$ cat config.mk
export PLATFORM = sky130hd
export DESIGN_NAME = pe_din_loader_flat
export DESIGN_NICKNAME = d
export VERILOG_FILES = /design/src/rtl/pe_pkg.sv /design/src/rtl/pe_din_loader_if.sv /design/src/rtl/pe_frame_ram.sv /design/src/rtl/pe_din_loader.sv /design/src/flat_wrapper.sv
export SDC_FILE = /design/constraint.sdc
export NUM_CORES = 1
export LEC_CHECK = 0
export CORE_UTILIZATION = 55
export CTS_CLUSTER_DIAMETER = 30
export DETAILED_ROUTE_END_ITERATION = 16
export DONT_BUFFER_PORTS = 1
export PLACE_DENSITY = 0.8
export RECOVER_POWER = 25
export SYNTH_ARGS = -nofsm -noshare
export SYNTH_HDL_FRONTEND = slang
export SYNTH_SLANG_ARGS = --single-unit
export TNS_END_PERCENT = 100
$ cat constraint.sdc
create_clock -name aclk -period 3.45 [get_ports aclk]
set_input_delay 0.345 -clock aclk [delete_from_list [all_inputs] [get_ports aclk]]
set_output_delay 0.345 -clock aclk [all_outputs]
set_load 0.02 [all_outputs]
$ cat src/rtl/pe_pkg.sv
// pe_pkg: shared defaults, loader state encoding and frame size for the PE data path
package pe_pkg;
  localparam int DEF_DATA_W = 32;
  localparam int DEF_L_RAM_SIZE = 4;
  localparam int DEF_VECTOR_SIZE = 1 << DEF_L_RAM_SIZE;
  localparam int FRAME_WORDS = 2 * DEF_VECTOR_SIZE;
  typedef enum logic [1:0] {
    FILL  = 2'd0,
    START = 2'd1,
    RUN   = 2'd2
  } ld_state_t;
endpackage

$ cat src/rtl/pe_din_loader_if.sv
// pe_din_loader_if: valid/ready word stream carrying one frame of operand words
interface pe_din_loader_if #(
  parameter int DATA_W = pe_pkg::DEF_DATA_W
) ();
  logic              valid;
  logic              ready;
  logic              last;
  logic [DATA_W-1:0] data;
  modport master (output valid, data, last, input ready);
  modport slave (input valid, data, last, output ready);
endinterface

$ cat src/rtl/pe_frame_ram.sv
// pe_frame_ram: simple dual-port frame buffer with one write port and a registered read port
module pe_frame_ram #(
  parameter int AW = pe_pkg::DEF_L_RAM_SIZE + 1,
  parameter int DW = pe_pkg::DEF_DATA_W
) (
  input  logic          aclk,
  input  logic          areset,
  input  logic          we,
  input  logic [AW-1:0] waddr,
  input  logic [DW-1:0] wdata,
  input  logic [AW-1:0] raddr,
  output logic [DW-1:0] rdata
);
  logic [DW-1:0] mem [2**AW];
  // storage write; contents survive reset
  always_ff @(posedge aclk)
    if (we) mem[waddr] <= wdata;
  // registered read, cleared only on reset
  always_ff @(posedge aclk)
    rdata <= areset ? '0 : mem[raddr];
endmodule

$ cat src/rtl/pe_din_loader.sv
// pe_din_loader: packs a stream frame into a buffer, starts the PE and serves its reads
module pe_din_loader
  import pe_pkg::*;
#(
  parameter int L_RAM_SIZE  = DEF_L_RAM_SIZE,
  parameter int VECTOR_SIZE = DEF_VECTOR_SIZE,
  parameter int DATA_W      = DEF_DATA_W
) (
  input  logic                  aclk,
  input  logic                  areset,
  pe_din_loader_if.slave        s,
  output logic                  pe_start,
  input  logic                  pe_done,
  input  logic [L_RAM_SIZE:0]   pe_rdaddr,
  output logic [DATA_W-1:0]     pe_rddata,
  output logic                  busy,
  output logic                  err_len,
  output logic [15:0]           frame_cnt
);
  localparam logic [L_RAM_SIZE:0] LAST_IDX = (L_RAM_SIZE + 1)'(2 * VECTOR_SIZE - 1);
  ld_state_t           state;
  logic [L_RAM_SIZE:0] wr_ptr;
  logic                wr_en;
  assign wr_en = s.valid && s.ready;
  // frame fill, start pulse and run/done handshake with registered outputs
  always_ff @(posedge aclk) begin
    if (areset) begin
      state     <= FILL;
      wr_ptr    <= '0;
      s.ready   <= 1'b0;
      pe_start  <= 1'b0;
      busy      <= 1'b0;
      err_len   <= 1'b0;
      frame_cnt <= '0;
    end else begin
      pe_start <= 1'b0;
      err_len  <= 1'b0;
      case (state)
        FILL: begin
          s.ready <= 1'b1;
          if (wr_en) begin
            wr_ptr <= wr_ptr + 1'b1;
            if (wr_ptr == LAST_IDX) begin
              state    <= START;
              s.ready  <= 1'b0;
              pe_start <= 1'b1;
              err_len  <= !s.last;
            end else if (s.last) begin
              wr_ptr  <= '0;
              err_len <= 1'b1;
            end
          end
        end
        START: begin
          busy  <= 1'b1;
          state <= RUN;
        end
        RUN: begin
          if (pe_done) begin
            busy      <= 1'b0;
            frame_cnt <= frame_cnt + 16'd1;
            wr_ptr    <= '0;
            state     <= FILL;
          end
        end
        default: state <= FILL;
      endcase
    end
  end
  pe_frame_ram #(.AW(L_RAM_SIZE + 1), .DW(DATA_W)) u_ram (
    .aclk  (aclk),
    .areset(areset),
    .we    (wr_en),
    .waddr (wr_ptr),
    .wdata (s.data),
    .raddr (pe_rdaddr),
    .rdata (pe_rddata)
  );
endmodule

$ cat src/flat_wrapper.sv
// flat-port wrapper written by rule: the top's interface ports become plain ports
module pe_din_loader_flat import pe_pkg::*;
#(
  parameter int L_RAM_SIZE  = DEF_L_RAM_SIZE,
  parameter int VECTOR_SIZE = DEF_VECTOR_SIZE,
  parameter int DATA_W      = DEF_DATA_W
)
  (aclk, areset, pe_start, pe_done, pe_rdaddr, pe_rddata, busy, err_len, frame_cnt, s_valid, s_data, s_last, s_ready);
  pe_din_loader_if #(.DATA_W(DATA_W)) s_i ();
  input  logic aclk;
  input  logic areset;
  output logic pe_start;
  input  logic pe_done;
  input  logic [L_RAM_SIZE:0] pe_rdaddr;
  output logic [DATA_W-1:0] pe_rddata;
  output logic busy;
  output logic err_len;
  output logic [15:0] frame_cnt;
  input wire logic [$bits(s_i.valid)-1:0] s_valid;
  input wire logic [$bits(s_i.data)-1:0] s_data;
  input wire logic [$bits(s_i.last)-1:0] s_last;
  output wire logic [$bits(s_i.ready)-1:0] s_ready;
  assign s_i.valid = s_valid;
  assign s_i.data = s_data;
  assign s_i.last = s_last;
  assign s_ready = s_i.ready;
  pe_din_loader #(.L_RAM_SIZE(L_RAM_SIZE), .VECTOR_SIZE(VECTOR_SIZE), .DATA_W(DATA_W)) u_core (.aclk(aclk), .areset(areset), .s(s_i), .pe_start(pe_start), .pe_done(pe_done), .pe_rdaddr(pe_rdaddr), .pe_rddata(pe_rddata), .busy(busy), .err_len(err_len), .frame_cnt(frame_cnt));
endmodule
==> results.toml, run 1 <==
[finish]
final_core_util = 0.660
finalNetCount = 2100
mostFrequentLayoutCells = "edfxtp_1, mux4_2, clkbuf_16"
drive_gt1_frac = 0.267
final_common_cell = "edfxtp_1"
syn2layout_area_growth_pct = 17.7

[place]
io_buffers = 0
hpwl_um = 54700
globalplace.congestion = 0.836
dp_worst_setup_slack_ns = 0.750

[logic_synthesis]
synth_edf_count = 1024
synth_mux_area_frac = 0.154
ys_types = 48
synth_simple_gate_area_frac = 0.0150
synth_area_leader_cell = "edfxtp_1"
synth.avg_cell_area_sq_um = 22.0
synth_ff_type = "edfxtp_1"
ys.warnings.count = 0
netlist_area_sq_um = 41200
ys_seq_area_frac = 0.776
synth_fa_ha_area_frac = 0.00213
synthXorXnorAreaFrac = 0.00277
netlist_top_cells_area = "edfxtp_1, mux4_2, mux2i_1, dfxtp_1, a221o_1"
postSynthCellCount = 1875
post-synth-top-area-fraction = 0.747
synth-seq-cells = 1083
synth_top_family_by_area = "multiplexers"
synth_nets = 1924
synth_compound_area_frac = 0.0318
synthArstFlopShare = 0

[sta]
fmax_mhz = 359
skew_ns = 0.0253
slew_headroom = -0.415
final.period_utilization = 0.808
tightest_slew_ns = 2.12
worst_slack_ns = 0.664
slew_violations = 891
period_minus_slack_ns = 2.79
rsz0062_at_grt = "no"
setup_viol = 0
hold_viol = 0
tns_ns = 0

[drt]
dr.pass1.iters = 5
wl_per_cell_um = 33.3
viasPerCell = 6.79
vias = 21300
routed_wl_um = 105000
drt_iter0_markers = 3247
drc_errors = 0
antenna_left = 0

[power]
p_sw_w = 0.00699
p_leak_nw = 15.7
pwr-share-comb = 0.034
clkPwrFrac = 0.511
intPower_w = 0.0250
power.density_nw_per_um2 = 660
finalPower_w = 0.0320
vdd_ir_drop_max_mv = 0.518
swShare = 0.219
power_frac_seq = 0.455

[grt]
grt_pass1_vias = 21700
globalRouteTotalUtil = 0.281
antenna_found_initial = 6
grt_pass1_wl_um = 151000
grt_remaining_overflow = 0
grt_max_degree = 257

[clocking]
root_buffer = "clkbuf_16"
path_clk_slew_ns = 0.05
htreeDepth = 4
cts_buffer_depth = 3
cts_tree = "built"
cts_buffers = 160
clock_sinks = 1083
cts_resized = 0
hold_buffers = 77
postCtsSetupBuffers = 0
insertion_delay_ns = 0.74

[worst_setup_path]
arrival_ns = 3.22
cp_max_fo = 17
endpoint_kind = "flip-flop"
critPathLaunchType = "flip-flop"
criticalPathCategory = "reg -> reg"
crit_required_ns = 3.88

[floorplan]
dieArea_sq_um = 75900
start_util = 0.560
placementRows = 99
fp.dieW_um = 276
io_pins = 94
design.core.area_sq_um = 73500
die_h_um = 276

[worst_hold_path]
hold_class = "in -> reg"

[run_status]
failed_checks = "max-capacitance violations, max-slew violations"
status = "finished, violations left"

[flow_run]
drv_cap = 27
sequential cells by signal (all words and copies together) (netlist names):
register	cells
u_core.pe_start	1
u_core.wr_ptr	5
u_core.err_len	1
u_core.frame_cnt	16
u_core.s.ready	1
u_core.state	2
u_core.busy	1
u_core.u_ram.mem	1024
u_core.u_ram.rdata	32
worst max-delay path, stage by stage, from the launching register on:
cell	delay (ns)
dfxtp_1	0.50
and2_1	0.36
nand2_1	0.63
nor2_4	0.72
buf_12	0.25
cell families after synthesis:
family	after synthesis
AO/OA/AOI/OAI	176
buffers and inverters	117
adder cells (fa/ha/maj)	7
multiplexers	353
flip-flops	1083
AND/OR/NAND/NOR	126
XOR/XNOR	13
synthesized netlist by cell type, drive strengths merged, types with 2 or more instances:
library cell and count:
a221oi 24, mux4 224, buf 79, and3 4
edfxtp 1024, nand2 29, a21oi 11, xor2 6
nor3b 2, o2111ai 9, dfxtp 59, or4 4
nand3 8, a31oi 32, o21ai 29, nor2b 2
a211oi 2, clkbuf 29, or3b 2, xnor2 7
o31ai 4, mux2i 129, nor3 2, nor2 52
ha 7, a22oi 32, a221o 32, nand2b 2
or3 3, nand4 5, and2 2, inv 8
nand3b 4
power by group through the flow:
stage          registers [W]  logic, W  clock network [W]
6_report              0.0146   0.00108             0.0163
2_1_floorplan         0.0148  0.000674                  0
3_3_place_gp          0.0148  0.000680                  0
5_1_grt               0.0145   0.00110             0.0169
3_5_place_dp          0.0148  0.000694                  0
4_1_cts               0.0145   0.00112             0.0164
area by class of cell:
cell class / count / area (sq um)
antenna: 1 / 2.50
sequential: 1083 / 31900
multi-input combinational: 675 / 8740
timing repair buffer: 123 / 1110
inverter: 8 / 31.3
clock buffer: 173 / 4080
tap: 959 / 1200
fill: 4352 / 25000
clock inverter: 121 / 1360
final timing paths:
path                                            from                       to  slack, ns  depth (start not counted)
worst max-delay path                  u_core.s.ready  u_core.u_ram.mem[1][17]       0.66                          4
worst min-delay path                    pe_rdaddr[3]   u_core.u_ram.rdata[23]       0.04                          3
worst max register to register        u_core.s.ready  u_core.u_ram.mem[1][17]       0.66                          4
worst min register to register  u_core.frame_cnt[15]     u_core.frame_cnt[15]       0.61                          2
per-stage QoR:
stage	instance area (sq um)	hold WS, ns	instances
floorplan	41200	0.444	1875
global route	48500	0.0178	3142
detailed placement	42300	0.432	2771
CTS	48900	0.0166	3142
global placement	42300	0.430	2771
finish	48500	0.0444	3143
layer usage:
metal	wire, um	up-vias	part of all wire	global-route usage
met5	27	-	0.00026	0
met4	3110	4	0.030	0.102
met3	13000	217	0.12	0.0756
met2	50700	1715	0.49	0.439
met1	37700	11100	0.36	0.383
li1	-	8325	-	-
Note: power is estimated with default switching activity, not from simulation.
==> run 2, diff against run 1 <==
clock period = 2.85 ns   (was 3.45 ns; I/O delays follow)
==> run 2 against run 1 <==
Net effect:
- utilization increased by 0.83 points
- final cell count increased by 0.57%
- worst setup slack got worse by 0.24 ns
- critical path type unchanged
- sequential power increased by 21%
- sequential share of layout area decreased by 0.82 points
- worst hold slack improved by 0.021 ns
- clock power increased by 29%
- routed wire length increased by 0.54%
- via count increased by 0.20%
- maximum frequency increased by 15%
- the flow still finishes with violations (max-capacitance violations, max-slew violations)
==> results.toml, run 2 (synthesis gave the netlist of run 1 again) <==
[finish]
reg.largest.list = "u_core.u_ram.mem (1024), u_core.u_ram.rdata (32), u_core.frame_cnt (16)"
final_common_cell = "edfxtp_1"
mostFrequentLayoutCells = "edfxtp_1, mux4_2, clkbuf_16"
largest_register = "u_core.u_ram.mem"
drive_gt1_frac = 0.278
final_core_util = 0.668
post-route-cell-area_sq_um = 49100
fillers = 4206
finalNetCount = 2107
largest_reg_flops = 1024
syn2layout_area_growth_pct = 19.2

[clocking]
hold_buffers = 75
cts_buffers = 167
htreeDepth = 4
cts_buffer_depth = 3
root_buffer = "clkbuf_16"
cts_tree = "built"
cts_resized = 0
clock_sinks = 1083
path_clk_slew_ns = 0.06
insertion_delay_ns = 0.77
postCtsSetupBuffers = 0

[run_status]
status = "finished, violations left"
failed_checks = "max-capacitance violations, max-slew violations"

[drt]
routed_wl_um = 105000
wl_per_cell_um = 33.3
drc_errors = 0
viasPerCell = 6.76
drt_iter0_markers = 3356
vias = 21400
dr.pass1.iters = 9
antenna_left = 0

[worst_setup_path]
cp_max_fo = 1
r2r_slack_ns = 0.42
endpoint = "u_core.u_ram.rdata[20]"
criticalPathCategory = "reg -> reg"
endpoint_kind = "flip-flop"
critPathLaunchType = "flip-flop"
crit_chain = "mux4_2, mux2i_1, a221o_1, a31oi_1, dlygate4sd3_1"
worstSetupStartpoint = "u_core.u_ram.mem[6][20]"
slowest_stage = "dlygate4sd3_1"
r2r_start = "u_core.u_ram.mem[6][20]"
critPathMaxStageDelay_ns = 0.57
reg2reg_depth = 5
crit_required_ns = 3.51
reg2reg_to = "u_core.u_ram.rdata[20]"
arrival_ns = 3.09

[floorplan]
io_pins = 94
fp.dieW_um = 276
start_util = 0.560
dieArea_sq_um = 75900
die_h_um = 276
placementRows = 99
design.core.area_sq_um = 73500

[sta]
worst_slack_ns = 0.421
final.period_utilization = 0.852
slew_violations = 858
fmax_mhz = 412
setup_viol = 0
tightest_slew_ns = 1.85
hold_ws_ns = 0.0651
slew_headroom = -0.230
skew_ns = 0.0363
rsz0062_at_grt = "no"
hold_viol = 0
period_minus_slack_ns = 2.43

[grt]
grt_remaining_overflow = 0
antenna_found_initial = 6
grt_max_degree = 257
grt_pass1_vias = 21800
globalRouteTotalUtil = 0.285
grt_pass1_wl_um = 151000

[place]
io_buffers = 0
hpwl_um = 52200
place_area_sq_um = 42600
globalplace.congestion = 0.853
dp_worst_setup_slack_ns = 0.643

[power]
power.density_nw_per_um2 = 812
finalPower_w = 0.0398
p_leak_nw = 15.9
vdd_ir_drop_max_mv = 0.595

[worst_hold_path]
hold_class = "in -> reg"

[flow_run]
drv_cap = 26
-- run 2: routing by layer --
| layer | vias to the layer above | routed length, um | part of all wire | global-route usage |
|---|---|---|---|---|
| met5 | - | 45 | 0.00043 | 0 |
| met4 | 6 | 3930 | 0.037 | 0.112 |
| met3 | 268 | 12900 | 0.12 | 0.0877 |
| met2 | 1676 | 50700 | 0.48 | 0.445 |
| met1 | 11100 | 37600 | 0.36 | 0.377 |
| li1 | 8371 | - | - | - |
-- run 2: worst min-delay path by stage --
stage	cells after the start	start	end
finish	3	pe_rdaddr[3]	u_core.u_ram.rdata[16]
global route	3	pe_rdaddr[3]	u_core.u_ram.rdata[22]
CTS	3	pe_rdaddr[3]	u_core.u_ram.rdata[22]
detailed placement	1	areset	u_core.state[1]
global placement	1	areset	u_core.s.ready
floorplan	0	s_data[0]	u_core.u_ram.mem[0][0]
-- run 2: final cells by class --
| cell class | instances | area (sq um) | area share |
|---|---|---|---|
| Timing Repair Buffer | 123 | 1340 | 0.0273 |
| Sequential cell | 1083 | 31900 | 0.651 |
| Tap cell | 959 | 1200 | 0.0245 |
| Clock buffer | 186 | 4360 | 0.0889 |
| Clock inverter | 125 | 1460 | 0.0298 |
| Antenna cell | 2 | 5.00 | 0.000102 |
| Inverter | 8 | 31.3 | 0.000637 |
| Multi-Input combinational cell | 675 | 8740 | 0.178 |
-- run 2: worst max-delay path: cells and delay by family, from the launching register on --
kind                   cells  cell delay (ns)
buffers and inverters      1             0.57
DFF                        1             0.40
AOI/OAI and AO/OA          2             0.34
muxes                      2             1.02
-- run 2: per-stage QoR --
stage,setup TNS [ns],instances
5_1_grt,0,3161
3_3_place_gp,0,2773
3_5_place_dp,0,2773
4_1_cts,0,3159
6_report,0,3161
2_1_floorplan,-0.509,1875
-- run 2: power breakdown --
| part | internal [W] | switching (W) | leakage [nW] | total, W |
|---|---|---|---|---|
| Sequential | 0.0175 | 0.000104 | 9.70 | 0.0176 |
| Combinational | 0.000528 | 0.000749 | 3.40 | 0.00128 |
| Clock | 0.0128 | 0.00812 | 2.84 | 0.0210 |
| Total | 0.0309 | 0.00897 | 15.9 | 0.0398 |
